<file path="config.mk">
export PLATFORM = sky130hd
export DESIGN_NAME = ctrl_pipe_hazard
export DESIGN_NICKNAME = d
export VERILOG_FILES = /design/src/rtl/mips_ctrl_pkg.sv /design/src/rtl/hazard_unit.sv /design/src/rtl/ctrl_pipe_hazard.sv
export SDC_FILE = /design/constraint.sdc
export NUM_CORES = 1
export LEC_CHECK = 0
export CAP_MARGIN = 30
export CORE_MARGIN = 3
export CORE_UTILIZATION = 44
export DETAILED_ROUTE_END_ITERATION = 12
export GPL_TIMING_DRIVEN = 1
export HOLD_SLACK_MARGIN = 0.1
export PLACE_DENSITY = 0.93
export SETUP_SLACK_MARGIN = 0.2
export SYNTH_ARGS = -nofsm -noshare
export SYNTH_HDL_FRONTEND = slang
export SYNTH_HIERARCHICAL = 1
export SYNTH_SLANG_ARGS = --single-unit
</file>
<file path="constraint.sdc">
create_clock -name clk -period 3.7 [get_ports clk]
set_input_delay 0.555 -clock clk [delete_from_list [all_inputs] [get_ports clk]]
set_output_delay 0.555 -clock clk [all_outputs]
set_load 0.01 [all_outputs]
</file>
<file path="src/rtl/mips_ctrl_pkg.sv">
// mips_ctrl_pkg
// Shared definitions for the control pipeline and hazard logic of the
// 5-stage MIPS datapath:
//   - bit positions inside the 8-bit main-decoder control word
//     {RegWrite, RegDst, ALUSrc, Branch, MemWrite, MemtoReg, ALUOp[1:0]}
//   - encodings of the EX-stage operand forwarding selects
//   - the hard-wired zero register specifier
package mips_ctrl_pkg;

  // Control word bit positions
  localparam int RW       = 7;  // RegWrite
  localparam int RD       = 6;  // RegDst (1: rd is destination, 0: rt)
  localparam int AS       = 5;  // ALUSrc
  localparam int BR       = 4;  // Branch
  localparam int MW       = 3;  // MemWrite
  localparam int M2R      = 2;  // MemtoReg (load)
  localparam int ALUOP_HI = 1;
  localparam int ALUOP_LO = 0;

  // EX operand source select
  typedef enum logic [1:0] {
    FWD_RF  = 2'b00,  // register file read
    FWD_WB  = 2'b01,  // result being written back
    FWD_MEM = 2'b10   // ALU result sitting in MEM
  } fwdSelT;

  localparam logic [4:0] REG_ZERO = 5'd0;

endpackage

</file>
<file path="src/rtl/hazard_unit.sv">
// hazard_unit
// Purely combinational stall / flush / forwarding decisions.
// Inputs : ID-stage branch flag, taken flag and source specifiers; EX, MEM
//          and WB control bits and destination specifiers.
// Outputs: stall   - hold PC and IF/ID, and bubble the ID/EX register
//          flushD  - clear IF/ID after a taken branch (suppressed on stall)
//          fwdAE/fwdBE - EX operand selects (00 RF, 01 WB, 10 MEM)
//          fwdAD/fwdBD - ID comparator takes the MEM ALU result
module hazard_unit #(
  parameter int REG_W = 5
) (
  input  logic             branchD,
  input  logic             pcSrcD,
  input  logic [REG_W-1:0] rsD,
  input  logic [REG_W-1:0] rtD,
  input  logic             regWriteE,
  input  logic             memToRegE,
  input  logic [REG_W-1:0] rsE,
  input  logic [REG_W-1:0] rtE,
  input  logic [REG_W-1:0] writeRegE,
  input  logic             regWriteM,
  input  logic             memToRegM,
  input  logic [REG_W-1:0] writeRegM,
  input  logic             regWriteW,
  input  logic [REG_W-1:0] writeRegW,
  output logic             stall,
  output logic             flushD,
  output logic [1:0]       fwdAE,
  output logic [1:0]       fwdBE,
  output logic             fwdAD,
  output logic             fwdBD
);
  import mips_ctrl_pkg::*;

  // A match against $0 is never a dependency: $0 is constant zero.
  function automatic logic regMatch(input logic [REG_W-1:0] src,
                                    input logic [REG_W-1:0] dst);
    return (src != REG_ZERO) && (src == dst);
  endfunction

  // MEM wins over WB because it holds the younger write.
  function automatic logic [1:0] exSelect(input logic [REG_W-1:0] src,
                                          input logic             rwM,
                                          input logic [REG_W-1:0] dstM,
                                          input logic             rwW,
                                          input logic [REG_W-1:0] dstW);
    if (rwM && regMatch(src, dstM))
      return FWD_MEM;
    else if (rwW && regMatch(src, dstW))
      return FWD_WB;
    else
      return FWD_RF;
  endfunction

  logic lwStall;
  logic branchStall;

  // A load in EX has no data yet; its target is rt for every load.
  assign lwStall = memToRegE & (regMatch(rtE, rsD) | regMatch(rtE, rtD));

  // Branches compare in ID, so an ALU result still in EX or a load still
  // in MEM cannot reach the comparator in time.
  assign branchStall = branchD &
      ((regWriteE & (regMatch(writeRegE, rsD) | regMatch(writeRegE, rtD))) |
       (memToRegM & (regMatch(writeRegM, rsD) | regMatch(writeRegM, rtD))));

  assign stall  = lwStall | branchStall;
  // The branch in ID may be comparing stale operands while stalled, so its
  // taken flag is not trusted until the stall clears.
  assign flushD = pcSrcD & ~stall;

  assign fwdAE = exSelect(rsE, regWriteM, writeRegM, regWriteW, writeRegW);
  assign fwdBE = exSelect(rtE, regWriteM, writeRegM, regWriteW, writeRegW);

  assign fwdAD = regWriteM & regMatch(rsD, writeRegM);
  assign fwdBD = regWriteM & regMatch(rtD, writeRegM);

endmodule

</file>
<file path="src/rtl/ctrl_pipe_hazard.sv">
// ctrl_pipe_hazard
// Carries the ID control word and register specifiers through the ID/EX,
// EX/MEM and MEM/WB pipeline registers and produces the hazard controls.
// Inputs : clk, reset (synchronous, active-high), ctrl_d, rs_d, rt_d, rd_d,
//          pcsrc_d (branch taken, resolved in ID).
// Outputs: EX  - ctrl_e, rs_e, rt_e, write_reg_e
//          MEM - reg_write_m, mem_write_m, mem_to_reg_m, write_reg_m
//          WB  - reg_write_w, mem_to_reg_w, write_reg_w
//          hazard - stall_f, stall_d, flush_d, fwd_a_e, fwd_b_e,
//                   fwd_a_d, fwd_b_d
// All-zero register contents are a bubble: no register or memory write.
module ctrl_pipe_hazard #(
  parameter int REG_W  = 5,
  parameter int CTRL_W = 8
) (
  input  logic              clk,
  input  logic              reset,
  input  logic [CTRL_W-1:0] ctrl_d,
  input  logic [REG_W-1:0]  rs_d,
  input  logic [REG_W-1:0]  rt_d,
  input  logic [REG_W-1:0]  rd_d,
  input  logic              pcsrc_d,
  output logic [CTRL_W-1:0] ctrl_e,
  output logic [REG_W-1:0]  rs_e,
  output logic [REG_W-1:0]  rt_e,
  output logic [REG_W-1:0]  write_reg_e,
  output logic              reg_write_m,
  output logic              mem_write_m,
  output logic              mem_to_reg_m,
  output logic [REG_W-1:0]  write_reg_m,
  output logic              reg_write_w,
  output logic              mem_to_reg_w,
  output logic [REG_W-1:0]  write_reg_w,
  output logic              stall_f,
  output logic              stall_d,
  output logic              flush_d,
  output logic [1:0]        fwd_a_e,
  output logic [1:0]        fwd_b_e,
  output logic              fwd_a_d,
  output logic              fwd_b_d
);
  import mips_ctrl_pkg::*;

  logic             stall;
  logic             flushE;
  logic [REG_W-1:0] writeRegD;

  assign writeRegD = ctrl_d[RD] ? rd_d : rt_d;
  // The instruction held in ID during a stall must not also enter EX.
  assign flushE    = stall;
  assign stall_f   = stall;
  assign stall_d   = stall;

  always_ff @(posedge clk) begin
    if (reset) begin
      ctrl_e       <= '0;
      rs_e         <= '0;
      rt_e         <= '0;
      write_reg_e  <= '0;
      reg_write_m  <= 1'b0;
      mem_write_m  <= 1'b0;
      mem_to_reg_m <= 1'b0;
      write_reg_m  <= '0;
      reg_write_w  <= 1'b0;
      mem_to_reg_w <= 1'b0;
      write_reg_w  <= '0;
    end else begin
      // ID/EX: the only stage that can take a bubble
      if (flushE) begin
        ctrl_e      <= '0;
        rs_e        <= '0;
        rt_e        <= '0;
        write_reg_e <= '0;
      end else begin
        ctrl_e      <= ctrl_d;
        rs_e        <= rs_d;
        rt_e        <= rt_d;
        write_reg_e <= writeRegD;
      end
      // EX/MEM and MEM/WB always advance; only the bits used downstream move on
      reg_write_m  <= ctrl_e[RW];
      mem_write_m  <= ctrl_e[MW];
      mem_to_reg_m <= ctrl_e[M2R];
      write_reg_m  <= write_reg_e;
      reg_write_w  <= reg_write_m;
      mem_to_reg_w <= mem_to_reg_m;
      write_reg_w  <= write_reg_m;
    end
  end

  hazard_unit #(
    .REG_W(REG_W)
  ) hazardUnit (
    .branchD   (ctrl_d[BR]),
    .pcSrcD    (pcsrc_d),
    .rsD       (rs_d),
    .rtD       (rt_d),
    .regWriteE (ctrl_e[RW]),
    .memToRegE (ctrl_e[M2R]),
    .rsE       (rs_e),
    .rtE       (rt_e),
    .writeRegE (write_reg_e),
    .regWriteM (reg_write_m),
    .memToRegM (mem_to_reg_m),
    .writeRegM (write_reg_m),
    .regWriteW (reg_write_w),
    .writeRegW (write_reg_w),
    .stall     (stall),
    .flushD    (flush_d),
    .fwdAE     (fwd_a_e),
    .fwdBE     (fwd_b_e),
    .fwdAD     (fwd_a_d),
    .fwdBD     (fwd_b_d)
  );

endmodule

</file>
==> metrics.txt <==
outcome complete, no violations; Synth Area in XOR/XNOR 23.52%; Clk pin slew, worst setup/hold paths 0.07 ns; Synth Area in Simple Gates between 20 and 30%; fin nets 280; Arr. time, crit path ~2.7 ns; vias post-DR ~1,500; die footprint 0.005048 mm^2; Seq/Total Area, Yosys 40.86%; CP most frequent cell clkdlybuf4s50_1; WL final between 4000 and 5000 um; fin util 65.90%; cts repair resizes 0; hold_buf cts 0; Combinational Power Share 20.2%; DR WL met2 2310 um; GPL Wtd Cong 0.8309; Layout Skew approximately 0.0049 ns; CP required 3.14 ns; synth unique cells 30; WS Path Type input port to output port; CP Cell Sequence clkdlybuf4s50_1, xor2_1, nor3_1, nand3_1, a21oi_1, or3_1, clkdlybuf4s50_1; vias per inst 4.993; Power Internal roughly 0.7 mW; Overall Power 0.9526 mW; Fin. Hold Viols 0; # fillers between 300 and 400; final slew viol count 0; VDD IR-drop max 0.1984 mV; Inserted Diodes 0; Root Driver clkbuf_8; CP Max Fanout 6; Largest stage delay, worst path 0.58 ns; top cells by area, synth dfxtp_1 (41%), xnor2_1 (13%), xor2_1 (10%), and2_4 (4.7%), nor2b_1 (3.4%); Final setup viols 0; DRC 0; final worst slack 0.4616 ns; num ports 73; CP endpoint kind output port; sequential power share about half; commonest non-fill, non-tap cell in the layout clkdlybuf4s50_1; CP max stage cell clkdlybuf4s50_1; final antenna-violating net count 0; top cell type's share of synthesized area around two fifths; CTS Buf Count 5; Tcrit/Tclk final 87.52%; mux contribution to synthesized area 2.688%; clock power share 31.0%; die extent in x 71.05 um; WL/cell 15.58 um; main combinational cell family by area after synthesis simple AND/OR/NAND/NOR gates; Slew HR 54.31%; dpl ws 0.4715 ns; Buf/Inv on CP 2; synthesized flop and latch total 38; GRT Resource Usage Total 20.04%; Area growth syn-to-layout 42.61%; total number of yosys warnings 6; drt first-iter violations 65; DIE HEIGHT 71.05 um; drt pass-1 iters 4; Max Cap Viol 0; most frequent cells in the layout clkdlybuf4s50_1 (72), dfxtp_1 (38), xnor2_1 (28); Bufs on Longest Clock Path 2; Synth Instances 189; Lkg Pwr 1.006 nW; RSZ-0062 raised after global routing false; Core Area between 0.004 and 0.005 mm^2; Sw Share between 20% and 30%; first-pass GRT wire length 7859 um; Net Sw Power roughly 0.25 mW; vias in the first global route 1,590; number of core rows 23; startpoint types input port; post-route setup TNS 0 ns; worst min path class register to register; port bufs 72; area leader, netlist dfxtp_1; Final min period 3.238 ns; Least-Margin Pin Slew 0.6832 ns; syn_area_per_cell 9.851 um^2; TritonCTS clock tree done; postcts setup bufs 0; met3 routed WL 324 um; clock sink count 38; f_max 308.8 MHz; share of layout cells above drive strength 1 9.020%; pin count of the biggest net entering global routing 19; initial antenna violation count 0; PwrDens 358.8 mW/mm^2; Crit path max-delay family buffers and inverters; Worst-Skew Late Latency ~0.29 ns; Post-Syn Nets ~220; Hold Worst Slack approximately 0.48 ns; overflow left after global routing 0; Initial Util 46.21%; H-tree levels 2; Post-Route M1 WL 2008 um; Max Used Layer met4; Synth Area in Compound Gates 2.890%; Post-Syn Area 0.001862 mm^2; Post-Synth Adder-Cell Area 0%
-- worst register-to-register path, cell delays in order, from the launching register on --
cell	delay (ns)
dfxtp_1	0.43
or4_4	0.58
o211ai_2	0.16
a21oi_1	0.07
or3_1	0.43
nor2_4	0.39
and2_4	0.21
-- power by group through the flow --
stage | clock [mW] | combinational, mW | sequential, mW
6_report | 0.295 | 0.192 | 0.465
4_1_cts | 0.304 | 0.194 | 0.465
2_1_floorplan | 0 | 0.102 | 0.468
3_3_place_gp | 0 | 0.188 | 0.474
3_5_place_dp | 0 | 0.192 | 0.474
5_1_grt | 0.324 | 0.208 | 0.469
-- per-layer routing --
metal | global-route usage (%) | vias to the layer above
met5 | 0 | -
met4 | 8.351 | 0
met3 | 5.682 | 12
met2 | 32.85 | 58
met1 | 24.63 | 702
li1 | - | 751
-- cell families (layout without fill, tap and decap cells) --
kind of cell / after synthesis / in the layout
mux: 5 / 5
xor+xnor: 50 / 50
buf+inv: 14 / 80
compound gates: 8 / 8
flops: 38 / 38
simple gates: 74 / 74
-- stage by stage --
stage	cell area, um^2	instances
6_report	2655	305
5_1_grt	2655	305
2_1_floorplan	1862	189
3_3_place_gp	2560	297
4_1_cts	2655	305
3_5_place_dp	2560	297
-- Yosys cell counts (all sizes together) --
cell type / number
a21oi: 3
and2: 18
and2b: 5
buf: 8
clkbuf: 6
dfxtp: 38
mux2i: 5
nand2: 2
nand3: 6
nand4: 4
nor2: 10
nor2b: 10
nor3: 6
nor4: 4
nor4b: 1
o211ai: 2
o21ai: 3
or2: 1
or3: 1
or4: 6
xnor2: 28
xor2: 22
-- sequential cells by signal, indices dropped and copies added, names as in the netlist --
name,flops
ctrl_e,8
mem_to_reg_m,1
mem_to_reg_w,1
mem_write_m,1
reg_write_m,1
reg_write_w,1
rs_e,5
rt_e,5
write_reg_e,5
write_reg_m,5
write_reg_w,5
-- final timing paths --
kind                                     start          end  slack (ns)  cells past startpoint
worst max-delay path                   rt_d[2]      stall_d        0.46                      7
worst min-delay path                 ctrl_e[3]  mem_write_m        0.48                      1
worst max register to register  write_reg_m[1]    ctrl_e[0]        1.40                      6
worst min register to register       ctrl_e[3]  mem_write_m        0.48                      1
-- final cells by class --
type                    instances  area, um^2  area share (%)
multi-input cells             137        1016           38.27
flip-flops and latches         38       760.7           28.65
repair buffers                 72       720.7           27.14
clock buffers                   6       82.58           3.110
well taps                      50       62.56           2.356
clock inverters                 2       12.51          0.4713
No activity file was read; power rests on OpenSTA's default activity.
==> patch 1: new RTL, same flow settings <==
`REG_W` is set to 5 in 2 places; all go to 10.
--- a/src/rtl/hazard_unit.sv
+++ b/src/rtl/hazard_unit.sv
@@ -8,5 +8,5 @@
 //          fwdAD/fwdBD - ID comparator takes the MEM ALU result
 module hazard_unit #(
-  parameter int REG_W = 5
+  parameter int REG_W = 10
 ) (
   input  logic             branchD,
--- a/src/rtl/ctrl_pipe_hazard.sv
+++ b/src/rtl/ctrl_pipe_hazard.sv
@@ -11,5 +11,5 @@
 // All-zero register contents are a bubble: no register or memory write.
 module ctrl_pipe_hazard #(
-  parameter int REG_W  = 5,
+  parameter int REG_W  = 10,
   parameter int CTRL_W = 8
 ) (
Ports: changed (8 resized); port bits go from 73 to 113. No check against the original RTL was run, so the function may have changed too.
==> patch 1 against the original RTL <==
Clock skew is essentially flat. Setup slack lost 0.041 ns. Synthesized cell count grew 76%. Hold slack lost 0.0085 ns. Sequential share of layout area shrank 0.85 points. Cell area grew 71%. Sequential power grew 68%. Routed wire length grew 100%. Largest power group unchanged. Sequential cell count grew 25. Power grew 80%. First-iteration DRC count grew to 3.9 times the old value. Area after synthesis grew 72%.
==> patch 1: results (changes against the original RTL) <==
Parameter                              Value

Yosys
  Xor and xnor fraction of the mapped netlist area ... 27.4% (was 23.5%)
  Post-synthesis sequential area ratio ... 39.5% (was 40.9%)

Critical path
  Maximum single-stage delay on the critical path ... 0.65 ns (was 0.58 ns)

Global route
  Vias in the first global route ... 2889 (was 1590)
  Met2 Track Usage GR ... 40.4% (was 32.9%)
  Overall track demand over capacity in global routing ... 23.2% (was 20.0%)
  Wire length of the first global-routing pass ... 15.0 mm (was 7.86 mm)

Pwr
  Max IR drop VDD ... 0.192 mV (was 0.198 mV)

Routing
  Total met2 wirelength after detailed routing ... 4.87 mm (was 2.31 mm)
  Routed length on met1 ... 3.70 mm (was 2.01 mm)
  First DRT Iteration DRCs ... 251 (was 65)
  Vias per cell ... 5.27 (was 4.99)
  Vias ... 2793 (was 1523)

Layout
  Count of multi-input gates ... 242 (was 137)
  Layout clock area frac ... 4.61% (was 3.58%)
  Proportion of layout cells with a drive suffix above 1 ... 5.53% (was 9.02%)
  Clock buffer count ... 13 (was 6)
  Sequential cells ... 63 (was 38)
  Multi-input gate area ... 0.00182 sq mm (was 0.00102 sq mm)
  Bufs w/o clock ... 113 (was 72)

Status
  Outcome ... finished, final reports clean (unchanged)

Placed design
  # port buffers ... 112 (was 72)
  Post-detailed-placement cell area ... 0.00431 sq mm (was 0.00256 sq mm)
  Post-placement setup slack ... 0.346 ns (was 0.471 ns)

Timing
  Slew Limit Headroom ... 57.7% (was 54.3%)
==> patch 1: changes by cell type after synthesis, sizes merged, moves of 14 or more <==
| cell | change |
|---|---|
| nor4 | +16 |
| clkbuf | +14 |
| xnor2 | +51 |
| nand4 | +15 |
| dfxtp | +25 |
==> patch 1: worst paths after layout <==
path                   startpoint                   endpoint  slack, ns  depth (start not counted)
max                       rs_d[8]                    stall_f       0.42                          7
min reg2reg  ctrl_e[3]$_SDFF_PP0_     mem_write_m$_SDFF_PP0_       0.47                          1
max reg2reg    rt_e[9]$_SDFF_PP0_  write_reg_e[6]$_SDFF_PP0_       1.52                          7
min          ctrl_e[3]$_SDFF_PP0_     mem_write_m$_SDFF_PP0_       0.47                          1
==> patch 1: report_power, final <==
group	switching (mW)	internal (mW)	total (mW)
clock network	0.254	0.364	0.618
logic	0.128	0.187	0.315
registers	0.0665	0.712	0.779
total	0.449	1.26	1.71
==> patch 2: new RTL, same settings <==
Made on the original files. Make the reset (`reset`) asynchronous in one clocked block.
--- a/src/rtl/ctrl_pipe_hazard.sv
+++ b/src/rtl/ctrl_pipe_hazard.sv
@@ -52,5 +52,5 @@
   assign stall_d   = stall;
 
-  always_ff @(posedge clk) begin
+  always_ff @(posedge clk or posedge reset) begin
     if (reset) begin
       ctrl_e       <= '0;
Function: differs if reset is asserted again (counterexample within 4 cycles, from zero or initial values and one cycle with reset high); with reset held inactive, the same outputs for 10 cycles.
==> patch 2 against the original RTL <==
Core utilization is 0.44 points higher. Fmax increased by 2.1%. Power increased by 18%. Area after synthesis grew 3.7%. Setup slack improved by 0.068 ns. Final cell count decreased by 4.6%. Sequential cell count unchanged. Routed wire length decreased by 2.3%. Clock power decreased by 4%. First-iteration DRC count decreased by 37%. Cell area rose by 2.8%. Register-to-register slack better by 0.13 ns. Critical endpoint is now stall_f. Largest power group unchanged. Highest routed layer unchanged.
==> patch 2: results (changes against the original RTL) <==
Parameter                              Value

Yosys
  FFs w/ async S/R, synth ... 100% (was 0%)
  Most frequently used flop master after synthesis ... sky130_fd_sc_hd__dfrtp_1 (was sky130_fd_sc_hd__dfxtp_1)
  Top post-synthesis cells by area ... sky130_fd_sc_hd__dfrtp_1 49%, sky130_fd_sc_hd__xnor2_1 13%, sky130_fd_sc_hd__xor2_1 10% (was sky130_fd_sc_hd__dfxtp_1 41%, sky130_fd_sc_hd__xnor2_1 13%, sky130_fd_sc_hd__xor2_1 10%)
  Net count of the mapped netlist ... 199 (was 215)
  Top cell types by occurrence after synthesis ... 38 x sky130_fd_sc_hd__dfrtp_1, 28 x sky130_fd_sc_hd__xnor2_1, 22 x sky130_fd_sc_hd__xor2_1 (was 38 x sky130_fd_sc_hd__dfxtp_1, 28 x sky130_fd_sc_hd__xnor2_1, 22 x sky130_fd_sc_hd__xor2_1)
  Post-synthesis sequential area ratio ... 49.3% (was 40.9%)
  Yosys warning count ... 6 (unchanged)
  Synth unique cells ... 26 (was 30)

Placed design
  GPL Wtd Cong ... 0.895 (was 0.831)
  Post-detailed-placement cell area ... 0.00264 sq mm (was 0.00256 sq mm)
  Post-DP HPWL ... around 3.6 mm
  # port buffers ... 72 (unchanged)

Timing
  Final Skew ... 0.00616 ns (was 0.00493 ns)
  Least-Margin Pin Slew ... 0.457 ns (was 0.683 ns)

Global route
  Overall track demand over capacity in global routing ... 19.7% (was 20.0%)
  Vias in the first global route ... 1547 (was 1590)
  Wire length of the first global-routing pass ... 7.61 mm (was 7.86 mm)
  Antenna violations before repair ... 0 (unchanged)
  Pin count of the biggest net entering global routing ... 39 (was 19)

Worst hold path
  Min-Delay Startpoint ... ctrl_e[3]$_DFF_PP0_ (was ctrl_e[3]$_SDFF_PP0_)
  Hold Crit Depth ... 0 (was 1)

Critical path
  Slack of the worst reg-to-reg path ... 1.53 ns (was 1.40 ns)
  Crit. Startpoint ... rt_d[1] (was rt_d[2])
  End point of the critical path ... stall_f (was stall_d)
  Startpoint of the lowest-slack register-to-register path ... write_reg_m[1]$_DFF_PP0_ (was write_reg_m[1]$_SDFF_PP0_)
  Cell depth of the worst flop-to-flop path ... 6 (unchanged)
  Worst Path Max Fanout ... 6 (unchanged)
  Reg-to-reg critical path endpoint ... ctrl_e[5]$_DFF_PP0_ (was ctrl_e[0]$_SDFF_PP0_)
  Maximum single-stage delay on the critical path ... between 0.5 and 0.6 ns
  Worst path arrival time ... 2.62 ns (was 2.68 ns)

Layout
  Proportion of layout cells with a drive suffix above 1 ... 7.47% (was 9.02%)
  Ant. Diodes ... 0 (unchanged)
  Post-layout nets ... 266 (was 280)

Pwr
  Standby leakage power ... 1.09 nW (was 1.01 nW)
  Max IR drop VDD ... 0.259 mV (was 0.198 mV)
  Switching power total ... 0.328 mW (was 0.254 mW)

Status
  Outcome ... finished, final reports clean (unchanged)

Routing
  Routed len/inst ... 15.9 microns (was 15.6 microns)
  First DRT Iteration DRCs ... 41 (was 65)
  Vias per cell ... 5.07 (was 4.99)

Clock tree
  Clock latency on the worst-skew pair ... 0.29 ns (about the same)
## patch 2: cell types whose count changed after synthesis, moves of 5 or more
cell	unedited run	this run
sky130_fd_sc_hd__dfrtp_1	0	38
sky130_fd_sc_hd__and2b_1	5	0
sky130_fd_sc_hd__and2_1	8	0
sky130_fd_sc_hd__nor2b_2	0	5
sky130_fd_sc_hd__dfxtp_1	38	0
sky130_fd_sc_hd__and2_4	10	0
## patch 2: power groups by stage
stage	Combinational [mW]	Sequential [mW]	Clock, mW
5_1_grt	0.333	0.542	0.309
2_1_floorplan	0.163	0.526	0
3_5_place_dp	0.309	0.541	0
4_1_cts	0.310	0.534	0.288
3_3_place_gp	0.302	0.539	0
6_report	0.306	0.533	0.283
## patch 2: logic make-up after synthesis
kind of cell    count (synthesis)  share of synthesized area [%]
compound gates                  8                           2.79
simple gates                   57                           17.8
xor+xnor                       50                           22.7
mux                             5                           2.59
buf+inv                        15                           4.86
flops                          38                           49.3
## patch 2: worst min path at each step
| stage | to | slack, ns |
|---|---|---|
| floorplan | mem_write_m$_DFF_PP0_ | 0.42 |
| global placement | mem_write_m$_DFF_PP0_ | 0.36 |
| detailed placement | mem_write_m$_DFF_PP0_ | 0.37 |
| CTS | mem_write_m$_DFF_PP0_ | 0.39 |
| global route | mem_write_m$_DFF_PP0_ | 0.40 |
| finish | mem_write_m$_DFF_PP0_ | 0.38 |
## patch 2: final cells by class
cell class | instances | area (sq um)
Clock inverter | 1 | 5.00
Clock buffer | 7 | 86.3
Tap cell | 50 | 62.6
Multi-Input combinational cell | 120 | 886
Fill cell | 315 | 1390
Sequential cell | 38 | 951
Timing Repair Buffer | 74 | 736
Inverter | 1 | 3.75
## patch 2: layer usage
metal	wire (microns)	global-route usage [%]	vias up
met2	2440	33.0	46
met3	265	6.51	5
met5	0	0	-
met1	1870	23.3	724
met4	59	7.72	0
li1	-	-	700
## patch 2: metrics by stage
stage | setup WS (ns) | hold slack (ns) | util [%] | std cells
floorplan | 1.22 | 0.416 | - | 173
detailed placement | 0.513 | 0.371 | 64.1 | 283
global route | 0.353 | 0.398 | 66.3 | 291
finish | 0.530 | 0.383 | 66.3 | 291
global placement | 0.540 | 0.357 | 64.1 | 283
CTS | 0.505 | 0.386 | 66.3 | 291
## patch 2: worst reg2reg max path: stages, from the launching register on
cell and delay [ns]:
sky130_fd_sc_hd__dfrtp_1 0.50, sky130_fd_sc_hd__or4_4 0.58, sky130_fd_sc_hd__o211ai_2 0.17, sky130_fd_sc_hd__a21oi_1 0.07, sky130_fd_sc_hd__or3_1 0.39, sky130_fd_sc_hd__buf_4 0.24, sky130_fd_sc_hd__nor2b_1 0.15
